## src/rtl/ifexp_operand_queue_pkg.sv

```systemverilog
// Shared types and constants for the IfExp operand queue.
// Operand pair layout, default depth and result width.
package ifexp_operand_queue_pkg;

  localparam int DEPTH_DEF = 4;
  localparam int RES_W     = 16;

  typedef struct packed {
    logic [7:0]  a;
    logic [15:0] b;
  } operand_t;

endpackage

```

## src/rtl/ifexp_operand_queue_ifexp.sv

```systemverilog
// IfExp datapath: XOUT = (A > B) ? A : B + 1, unsigned.
// A is zero-extended; B + 1 wraps modulo 2^16.
module ifexp_operand_queue_ifexp
  import ifexp_operand_queue_pkg::*;
(
  input  logic [7:0]       A,
  input  logic [15:0]      B,
  output logic [RES_W-1:0] XOUT
);

  logic [15:0] a_ext;

  assign a_ext = {8'h00, A};
  assign XOUT  = (a_ext > B) ? a_ext : (B + 16'd1);

endmodule

```

## src/rtl/ifexp_operand_queue.sv

```systemverilog
// Operand FIFO feeding IfExp, with a registered valid/ready result slot.
// Count register disambiguates full/empty; pointers wrap naturally.
module ifexp_operand_queue
  import ifexp_operand_queue_pkg::*;
#(
  parameter int DEPTH = DEPTH_DEF,
  parameter int LW    = $clog2(DEPTH + 1)
) (
  input  logic             CLK,
  input  logic             RST,
  input  logic             IN_VALID,
  output logic             IN_READY,
  input  logic [7:0]       IN_A,
  input  logic [15:0]      IN_B,
  output logic             OUT_VALID,
  input  logic             OUT_READY,
  output logic [RES_W-1:0] OUT_X,
  output logic [LW-1:0]    LEVEL
);

  localparam int            PW   = $clog2(DEPTH);
  localparam logic [LW-1:0] FULL = LW'(DEPTH);

  operand_t         mem_q [DEPTH];
  operand_t         head;
  logic [PW-1:0]    wr_ptr_q, wr_ptr_d;
  logic [PW-1:0]    rd_ptr_q, rd_ptr_d;
  logic [LW-1:0]    count_q, count_d;
  logic             out_valid_q, out_valid_d;
  logic [RES_W-1:0] out_x_q, out_x_d;
  logic [RES_W-1:0] xout;
  logic             push, pop;

  assign IN_READY  = (count_q != FULL) & ~RST;
  assign push      = IN_VALID & IN_READY;
  assign pop       = (count_q != '0) & (~out_valid_q | OUT_READY);
  assign head      = mem_q[rd_ptr_q];
  assign OUT_VALID = out_valid_q;
  assign OUT_X     = out_x_q;
  assign LEVEL     = count_q;

  ifexp_operand_queue_ifexp u_ifexp (
    .A    (head.a),
    .B    (head.b),
    .XOUT (xout)
  );

  always_comb begin
    wr_ptr_d    = wr_ptr_q;
    rd_ptr_d    = rd_ptr_q;
    count_d     = count_q;
    out_valid_d = out_valid_q;
    out_x_d     = out_x_q;
    if (push) wr_ptr_d = wr_ptr_q + PW'(1);
    if (pop)  rd_ptr_d = rd_ptr_q + PW'(1);
    unique case ({push, pop})
      2'b10:   count_d = count_q + LW'(1);
      2'b01:   count_d = count_q - LW'(1);
      default: count_d = count_q;
    endcase
    // Capture on pop; otherwise a taken result empties the slot
    if (pop) begin
      out_valid_d = 1'b1;
      out_x_d     = xout;
    end else if (OUT_READY) begin
      out_valid_d = 1'b0;
    end
  end

  always_ff @(posedge CLK) begin
    if (RST) begin
      wr_ptr_q    <= '0;
      rd_ptr_q    <= '0;
      count_q     <= '0;
      out_valid_q <= 1'b0;
      out_x_q     <= '0;
    end else begin
      wr_ptr_q    <= wr_ptr_d;
      rd_ptr_q    <= rd_ptr_d;
      count_q     <= count_d;
      out_valid_q <= out_valid_d;
      out_x_q     <= out_x_d;
    end
  end

  always_ff @(posedge CLK) begin
    if (push) mem_q[wr_ptr_q] <= '{a: IN_A, b: IN_B};
  end

endmodule

```

## config.mk

```make
export PLATFORM = sky130hd
export DESIGN_NAME = ifexp_operand_queue
export DESIGN_NICKNAME = d
export VERILOG_FILES = /design/src/rtl/ifexp_operand_queue_pkg.sv /design/src/rtl/ifexp_operand_queue_ifexp.sv /design/src/rtl/ifexp_operand_queue.sv
export SDC_FILE = /design/constraint.sdc
export NUM_CORES = 1
export LEC_CHECK = 0
export ABC_AREA = 0
export CORE_MARGIN = 5
export CORE_UTILIZATION = 53
export CTS_BUF_LIST = sky130_fd_sc_hd__clkbuf_4
export DETAILED_ROUTE_END_ITERATION = 7
export PLACE_DENSITY = 0.78
export SETUP_SLACK_MARGIN = 0.5
export SLEW_MARGIN = 10
export SYNTH_ARGS = -nofsm -noshare
export SYNTH_HDL_FRONTEND = slang
export SYNTH_SLANG_ARGS = --single-unit
```

## constraint.sdc

```tcl
create_clock -name CLK -period 3 [get_ports CLK]
set_input_delay 0.45 -clock CLK [delete_from_list [all_inputs] [get_ports CLK]]
set_output_delay 0.45 -clock CLK [all_outputs]
set_load 0.01 [all_outputs]
```

== After elaboration in Yosys (flattened, before gate mapping) ==
Memory sizes are Yosys's and may differ from the RTL's. A register that Yosys moved wholly into a read port is not among the register bits.
Cells that the tools add are included.

* Bits in registers: 24
* Bits in writable memories: 96
* Output and inout port bits: 21
* Memories: 1

* Add/sub/neg operators: 5
* $lt $le $gt $ge: 1
* Eq/ne operators: 3
* Mux-type cells: 8
* Bitwise logic cells: 6
* Reduce and logical (&&, ||, !) cells: 3

{| class="wikitable"
|+ Memory list
! name !! words !! bits a word !! rd ports !! clocked after memory_dff !! wr ports !! RTL line !! source
|-
| mem_q || 4 || 24 || 1 || 1 || 1 || ifexp_operand_queue.sv:24 || <nowiki>operand_t mem_q [DEPTH];</nowiki>
|}

{| class="wikitable"
|+ Operators by type and width
! operator !! count
|-
| $add 16x1->16 const B || 1
|-
| $gt 8x16->1 || 1
|-
| $mux 16 || 1
|-
| $pmux 3 s2 || 1
|-
| $add 2x1->2 const B || 2
|-
| $mux 1 || 4
|-
| $mux 2 || 2
|-
| $reduce_bool 2->1 || 2
|-
| $add 3x1->3 const B || 1
|-
| $and 1x1->1 || 3
|-
| $ne 3x3->1 const B || 1
|-
| $reduce_bool 3->1 || 1
|-
| $sub 3x1->3 const B || 1
|-
| $eq 2x1->1 const B || 1
|-
| $eq 2x2->1 const B || 1
|-
| $not 1->1 || 2
|-
| $or 1x1->1 || 1
|}

== Longest topological paths before layout ==
Gate-level depths: netlist of run 1.

* Depth in word-level cells: 5
* Depth in mapped cells: 13
* Mapped depth without buffers: 10

== Cells and area by module ==
Synthesis of run 1 repeated with hierarchy kept, for this count alone.

* Cell total of the unflattened synthesis: 331
* Area, all modules: 5,301.3 um^2

{| class="wikitable"
|+ By module, submodules not included
! module !! instances !! cells an instance !! area each (um^2)
|-
| ifexp_operand_queue || 1 || 255 || 4,730.8
|-
| ifexp_operand_queue_ifexp || 1 || 76 || 570.5
|}

== Worst setup path after synthesis of run 1 ==
No wires, ideal clock.

* Path kind: register to register
* Start: register (tool-made name)
* End: register out_x_q[5], in the netlist OUT_X[5]
* Setup time: 0.121 ns
* Arrival time: 3.035 ns
* Path slack: -0.156 ns
* Stages on the path, launching flop included: 14
* Buffers on the path: 4
* Period minus slack after synthesis: 3.156 ns
* Cells stage by stage: dfxtp_1 buf_6 buf_4 buf_2 mux4_2 inv_1 ha_1 nand4_1 nor2_1 or3_4 a211oi_4 or2b_4 buf_12 o21ai_2

{| class="wikitable"
|+ RTL lines
! what !! RTL line !! source
|-
| end signal, assigned || ifexp_operand_queue.sv:82 || <nowiki>out_x_q <= out_x_d;</nowiki>
|-
| end, declared || ifexp_operand_queue.sv:30 || <nowiki>logic [RES_W-1:0] out_x_q, out_x_d;</nowiki>
|}

==> results.md, run 1 <==
* Vias per cell at roughly 5.6
* WP data arrival at around 3.1 ns
* Design area at about 6300 um2
* Clk_skew at between 0.01 and 0.015 ns
* Prevailing post-synth register cell: edfxtp_1
* Hold_buf cts at 0
* RSZ-0062 raised after global routing: yes
* Maximum achievable frequency at between 300 and 400 MHz
* CTS H-tree depth at 4
* Final period utilization at 91.6%
* #FFs+latches synth at about 120
* Combinational share of power at 38.5%
* Cell count after synthesis at 312
* First-pass GRT wire length at ~16 mm
* Commonest cells after routing, fill and taps aside: 96 x edfxtp_1, 48 x clkdlybuf4s50_1, 26 x buf_4, 24 x dfxtp_1, 24 x mux4_2
* Layout overhead on the synthesized area at 24.3%
* Post-synth EDFFs at 96
* Startpoint class of the critical path: flop
* Setup violations, final at 0
* Power per standard cell area at about 860 nW/um2
* Post-synthesis async set-or-reset flop share at 0%
* Hold Vio Cnt, Final at 0
* Die X at around 110 um
* Post-route ant nets at 0
* Initial Utilization at between 50% and 60%
* CTS buffer count at 17
* Placement Rows at 35
* Sink Count at 122
* Setup tns final at 0 ns
* Gpl congestion at 0.958
* Crit path time final at between 2 and 3 ns
* Cell variety after synth at 44
* Die area at 11,600 um2
* Avg WL per Cell at 19.4 um
* Layout Nets at around 440
* Residual DRC at 0
* Int Pwr at between 3 and 4 mW
* Placed cell area at slightly below 6000 um2
* Crit path kind: flop to flop
* Max incr delay on CP at between 0.5 and 0.6 ns
* Status: completed
* Gr usage total at a little under a fifth
* Vias in the first global route at 3,123
* Via count at roughly 3,000
* Critical-path top delay cell: or4_1
* Clk pwr share at between 20% and 30%
* Worst-path clk slew at roughly 0.1 ns
* Final number of max-transition violations at 0
* Top Ports at 49
* CTS tree: built
* Initial antenna violation count at 1
* DRT Pass-1 Iters at 4
* Total grt overflow at 0
* Commonest non-fill, non-tap cell in the layout: edfxtp_1
* DP HPWL at 6.54 mm
* DRT Wirelength at approximately 10 mm
* Worst-Skew Late Latency at approximately 0.50 ns
* Rel. slew slack at between 40% and 50%
* Netlist Area Pre-Place at between 5000 and 6000 um2
* Largest net degree at the start of global routing at 25
* Core ar. at 9280 um2
* Die height at ~110 um
* Clock buffer depth at 2
* CP max FO at 7
* Share of layout cells above drive strength 1 at 28.0%
* Worst endpoint required time at around 3.4 ns
* Worst min-delay path category: flop to flop
* P_sw at between 1.5 and 2 mW
* 1st-iter DRT viols at about 180
* Peak VDD IR at ~0.00034 V
* Leak at approximately 2.1 nW
* Worst-Margin Slew at roughly 0.82 ns
* Maxcap violations at 0
* Worst setup EP type: flop
* Synthesized Nets at ~360
* Net Sw Frac at between 30% and 40%
* Worst-path cell chain: buf_12, mux4_2, or4_1, or3_4, a211oi_4, buf_6, or3_1, o311ai_1
* Reg power frac at between 30% and 40%
* CP Buf/Inv Count at 2
* Yosys warnings at 0
* Syn Area/Cell at approximately 16 um2
* Register area share after synthesis at roughly 67%
* I/O Buffers at 48
* Clock Tree Root: clkbuf_4
* Cell family with most CP delay: simple AND/OR/NAND/NOR gates
## worst min-delay path, cell delays in order, from the launching register on
cell and delay [ns]:
dfxtp_1 0.32, nand2_1 0.06, o21ai_2 0.04
## path summary, 6_finish.rpt
check | startpoint | to | slack [ns] | cells after the start
worst max-delay path | flop | OUT_X[0]$_SDFFE_PP0P_ | 0.25 | 8
worst min-delay path | OUT_X[8]$_SDFFE_PP0P_ | OUT_X[8]$_SDFFE_PP0P_ | 0.47 | 2
worst max register to register | flop | OUT_X[0]$_SDFFE_PP0P_ | 0.25 | 8
worst min register to register | OUT_X[8]$_SDFFE_PP0P_ | OUT_X[8]$_SDFFE_PP0P_ | 0.47 | 2
## state kept, by name (all words and copies together), names as in the netlist, named ones only
register   cells
wr_ptr_q       2
mem_q         96
OUT_VALID      1
LEVEL          3
OUT_X         16
rd_ptr_q       2
## cell usage after synthesis (2+ instances only)
master / number / area [um2]
buf_6: 2 / 22.5
nand2_1: 20 / 75.1
a32oi_1: 3 / 26.3
nor3b_1: 2 / 15.0
xor2_1: 6 / 52.6
mux4_2: 23 / 518
nor2_1: 12 / 45.0
ha_1: 14 / 175
and2_1: 2 / 12.5
o21ai_2: 10 / 87.6
buf_2: 2 / 10.0
o31ai_1: 4 / 30.0
inv_1: 16 / 60.1
or3_1: 3 / 18.8
and3_1: 5 / 31.3
clkbuf_1: 5 / 18.8
dfxtp_1: 26 / 521
nand3_1: 9 / 45.0
nand4_1: 4 / 25.0
nor2b_1: 2 / 12.5
nor3_1: 3 / 15.0
a31oi_1: 3 / 18.8
xnor2_1: 12 / 105
a21oi_1: 8 / 40.0
and4_1: 2 / 17.5
edfxtp_1: 96 / 2880
## per-stage QoR
step / total power [mW] / instances / hold WS (ns) / setup WS (ns) / util, %
after global routing: 5.69 / 541 / 0.481 / 0.126 / 68.0
after detailed placement: 3.96 / 490 / 0.449 / 0.253 / 62.2
after global placement: 3.90 / 490 / 0.443 / 0.278 / 62.2
after floorplan: 3.41 / 312 / 0.483 / 0.297 / -
after CTS: 5.29 / 530 / 0.468 / 0.311 / 66.6
final: 5.41 / 541 / 0.466 / 0.252 / 68.0
## what timing repair did
action / in CTS / in global routing
pin swaps: 0 / 3
resized for setup: 11 / 12
gates cloned: 2 / 1
buffers inserted: 6 / 9
endpoints found under the setup margin: 16 / 17
## metal layers
metal  share of wire, %  routed length (um)  vias up  track usage, %
met3                4.8                 506       13            4.86
met1                 41                4350     1526            23.2
met5                  0                   0        -               0
li1                   -                   -     1379               -
met4                1.5                 161        0            6.40
met2                 52                5480      117            32.0
## cells by family after synthesis
group           share of synthesized area (%)
compound gates                           5.12
xor+xnor                                 3.10
fa+ha+maj                                3.84
buf+inv                                  2.81
flops                                    67.0
mux                                      10.7
simple gates                             7.39
## area by class of cell
| class | instances | area (um2) |
|---|---|---|
| flip-flops and latches | 122 | 3410 |
| repair buffers | 78 | 754 |
| inverters | 16 | 60.1 |
| multi-input cells | 163 | 1630 |
| clock inverters | 13 | 153 |
| fillers | 647 | 2970 |
| well taps | 129 | 161 |
| clock buffers | 19 | 143 |
| diodes | 1 | 2.50 |
## power groups by stage
stage                     Sequential (mW)  Clock [mW]  Combinational (mW)
after floorplan                      2.19           0                1.22
after global placement               2.15           0                1.75
after detailed placement             2.16           0                1.80
after CTS                            2.14        1.20                1.96
after global routing                 2.17        1.28                2.24
final                                2.14        1.18                2.09
No activity file was read; power rests on OpenSTA's default activity.
==> run 2, diff against run 1 <==
--- a/config.mk
+++ b/config.mk
@@ -10,7 +10,9 @@
 export CORE_UTILIZATION = 53
 export CTS_BUF_LIST = sky130_fd_sc_hd__clkbuf_4
 export DETAILED_ROUTE_END_ITERATION = 7
+export MAX_ROUTING_LAYER = met4
 export PLACE_DENSITY = 0.78
+export REMOVE_ABC_BUFFERS = 1
 export SETUP_SLACK_MARGIN = 0.5
 export SLEW_MARGIN = 10
 export SYNTH_ARGS = -nofsm -noshare
==> results.md, run 2 (synthesis results as in run 1) <==
* Sink Count at 122 (unchanged)
* Crit path kind: flop to flop
* P_sw at 1.76 mW (+0.66%)
* Share of layout cells above drive strength 1 at 28.3% (+0.35 points)
* Setup ws final at 0.208 ns (-0.0443 ns)
* Placement Rows at 35 (unchanged)
* Clock buffer depth at 2 (unchanged)
* Top Ports at 49 (unchanged)
* Gpl congestion at 0.817 (-15%)
* Worst r2r path cells at 10 (+2)
* CP max FO at 8 (+1)
* Int Pwr at 3.91 mW (+6.6%)
* Maxcap violations at 0 (unchanged)
* Hold_buf cts at 0 (unchanged)
* Final number of max-transition violations at 0 (unchanged)
* Worst min-delay path category: flop to flop
* Placed cell area at 5770 um2 (-0.11%)
* Peak VDD IR at 0.000454 V (+33%)
* Commonest cells after routing, fill and taps aside: 96 x edfxtp_1, 48 x clkdlybuf4s50_1, 27 x buf_4, 25 x dfxtp_1, 24 x mux4_2
* Pwr Total at 5.66 mW (+4.7%)
* Avg WL per Cell at 19.7 um (+1.4%)
* Hold_ws at 0.468 ns (+0.00197 ns)
* Gr usage total at 19.8% (+1.0 points)
* Multi-input gate area at 1650 um2 (+1.0%)
* Status: completed
* R2R setup slack at 0.21 ns (-0.04 ns)
* CTS H-tree depth at 4 (unchanged)
* Register area at 3410 um2 (about the same)
* First-pass GRT wire length at 16.5 mm (+3.1%)
* Post-route ant nets at 0 (unchanged)
* Setup violations, final at 0 (unchanged)
* Commonest non-fill, non-tap cell in the layout: edfxtp_1
* Worst endpoint required time at 3.40 ns (about the same)
* Layout overhead on the synthesized area at 25.7%
* Initial antenna violation count at 0 (-1)
* Maximum achievable frequency at 358 MHz (-1.6%)
* DP HPWL at 6.24 mm (-4.6%)
* Die X at 108 um (unchanged)
* CP endpoint: OUT_X[0]$_SDFFE_PP0P_
* Residual DRC at 0 (unchanged)
* Rel. slew slack at 65.2% (+20 points)
* Clk_skew at 0.0195 ns (+0.00514 ns)
* CTS tree: built
* I/O Buffers at 48 (unchanged)
* DRT Wirelength at 10.7 mm (+1.6%)
* Worst-Skew Late Latency at 0.50 ns (about the same)
* Largest net degree at the start of global routing at 25 (unchanged)
* Dpl ws at 0.141 ns (-0.112 ns)
* Met1 WL at 4.21 mm (-3.1%)
* Filler Cell Count at 640 (-1.1%)
* Die height at 108 um (unchanged)
* Via count at 3,084 (+1.6%)
* Highest metal used: met4
* Clock Tree Root: clkbuf_4
* Worst-path cell chain: buf_12, mux4_2, ha_4, nand4_1, nor2_1, or3_4, a211oi_4, buf_4, nand3_1, o311ai_1
* Worst-Margin Slew at 0.518 ns (-0.301 ns)
* Power per standard cell area at 887 nW/um2 (+3.5%)
* Worst setup EP type: flop
* Worst-path clk slew at 0.10 ns (about the same)
* WP data arrival at 3.19 ns (+0.06 ns)
* Vias in the first global route at 3,209 (+2.8%)
* Vias per cell at 5.69 (+1.4%)
* Critical-path top delay cell: mux4_2
* Combinational share of power at 38.9% (+0.4 points)
* Clk pwr share at 23.2% (+1.3 points)
* Layout Nets at 443 (+0.45%)
* Reg power frac at 37.9% (-1.7 points)
* Max incr delay on CP at 0.58 ns (+0.04 ns)
* Leak at 2.15 nW (+1.1%)
* Startpoint class of the critical path: flop
* WL met3 at 813 um (+61%)
* DRT Pass-1 Iters at 6 (+2)
* Hold Vio Cnt, Final at 0 (unchanged)
* Net Sw Frac at 31.0% (-1.2 points)
* CTS buffer count at 17 (unchanged)
* Total grt overflow at 0 (unchanged)
* Met2 routed wirelength at 5.33 mm (-2.7%)
* Die area at 11,600 um2 (unchanged)
* 1st-iter DRT viols at 157 (-10%)
* Max reg flops at 96 (unchanged)
* Final period utilization at 93.1% (+1.5 points)
* Crit path time final at 2.79 ns (+0.0443 ns)
* Core ar. at 9280 um2 (unchanged)
* Biggest register: mem_q
* Inserted Diodes at 0 (-1)
* RSZ-0062 raised after global routing: yes
* Design area at 6390 um2 (+1.2%)
* Initial Utilization at 54.7% (unchanged)
* FF-to-FF End: OUT_X[0]$_SDFFE_PP0P_
## run 2: stage by stage
stage	utilization (%)	setup TNS, ns	cells
floorplan	-	-8.73	300
global placement	62.1	0	491
detailed placement	62.1	0	491
CTS	68.3	0	540
global route	68.8	0	542
finish	68.8	0	542
## run 2: critical path: cells and delay by family (launching register included)
family | cells | cell delay [ns]
muxes | 1 | 0.58
DFF | 1 | 0.42
and+or+nand+nor | 4 | 0.65
adders and majority gates | 1 | 0.28
AOI/OAI and AO/OA | 2 | 0.38
buffers and inverters | 2 | 0.38
## run 2: metal layers
| layer | global-route usage, % | up-vias |
|---|---|---|
| met5 | - | - |
| met4 | 6.31 | 0 |
| met3 | 4.92 | 38 |
| met2 | 32.1 | 140 |
| met1 | 24.6 | 1517 |
| li1 | - | 1389 |
## run 2: worst min-delay path by stage
stage	startpoint	endpoint	slack [ns]	depth (start not counted)
after detailed placement	OUT_X[8]$_SDFFE_PP0P_	OUT_X[8]$_SDFFE_PP0P_	0.45	2
after floorplan	OUT_VALID$_SDFFE_PP0P_	OUT_VALID$_SDFFE_PP0P_	0.48	2
after global routing	OUT_X[15]$_SDFFE_PP0P_	OUT_X[15]$_SDFFE_PP0P_	0.49	2
final	OUT_X[14]$_SDFFE_PP0P_	OUT_X[14]$_SDFFE_PP0P_	0.47	2
after global placement	OUT_X[8]$_SDFFE_PP0P_	OUT_X[8]$_SDFFE_PP0P_	0.44	2
after CTS	OUT_X[14]$_SDFFE_PP0P_	OUT_X[14]$_SDFFE_PP0P_	0.47	2
## run 2: area by class of cell
class                   count  area share, %
clock buffers              21           2.47
clock inverters            11           2.76
inverters                  16          0.940
multi-input cells         163           25.8
flip-flops and latches    122           53.4
well taps                 129           2.53
repair buffers             80           12.2
## run 2: timing repair
action | 4_1_cts | 5_1_grt
gates resized for setup | 22 | 5
endpoints found under the setup margin | 16 | 16
cloned | 3 | 0
setup buffers | 14 | 2
pin swaps | 13 | 7
## run 2: power by group through the flow
stage	sequential [mW]	clock (mW)	combinational, mW
after detailed placement	2.17	0	1.79
after floorplan	2.27	0	0.999
after global routing	2.16	1.42	2.37
after global placement	2.16	0	1.75
after CTS	2.14	1.34	2.07
final	2.14	1.31	2.20
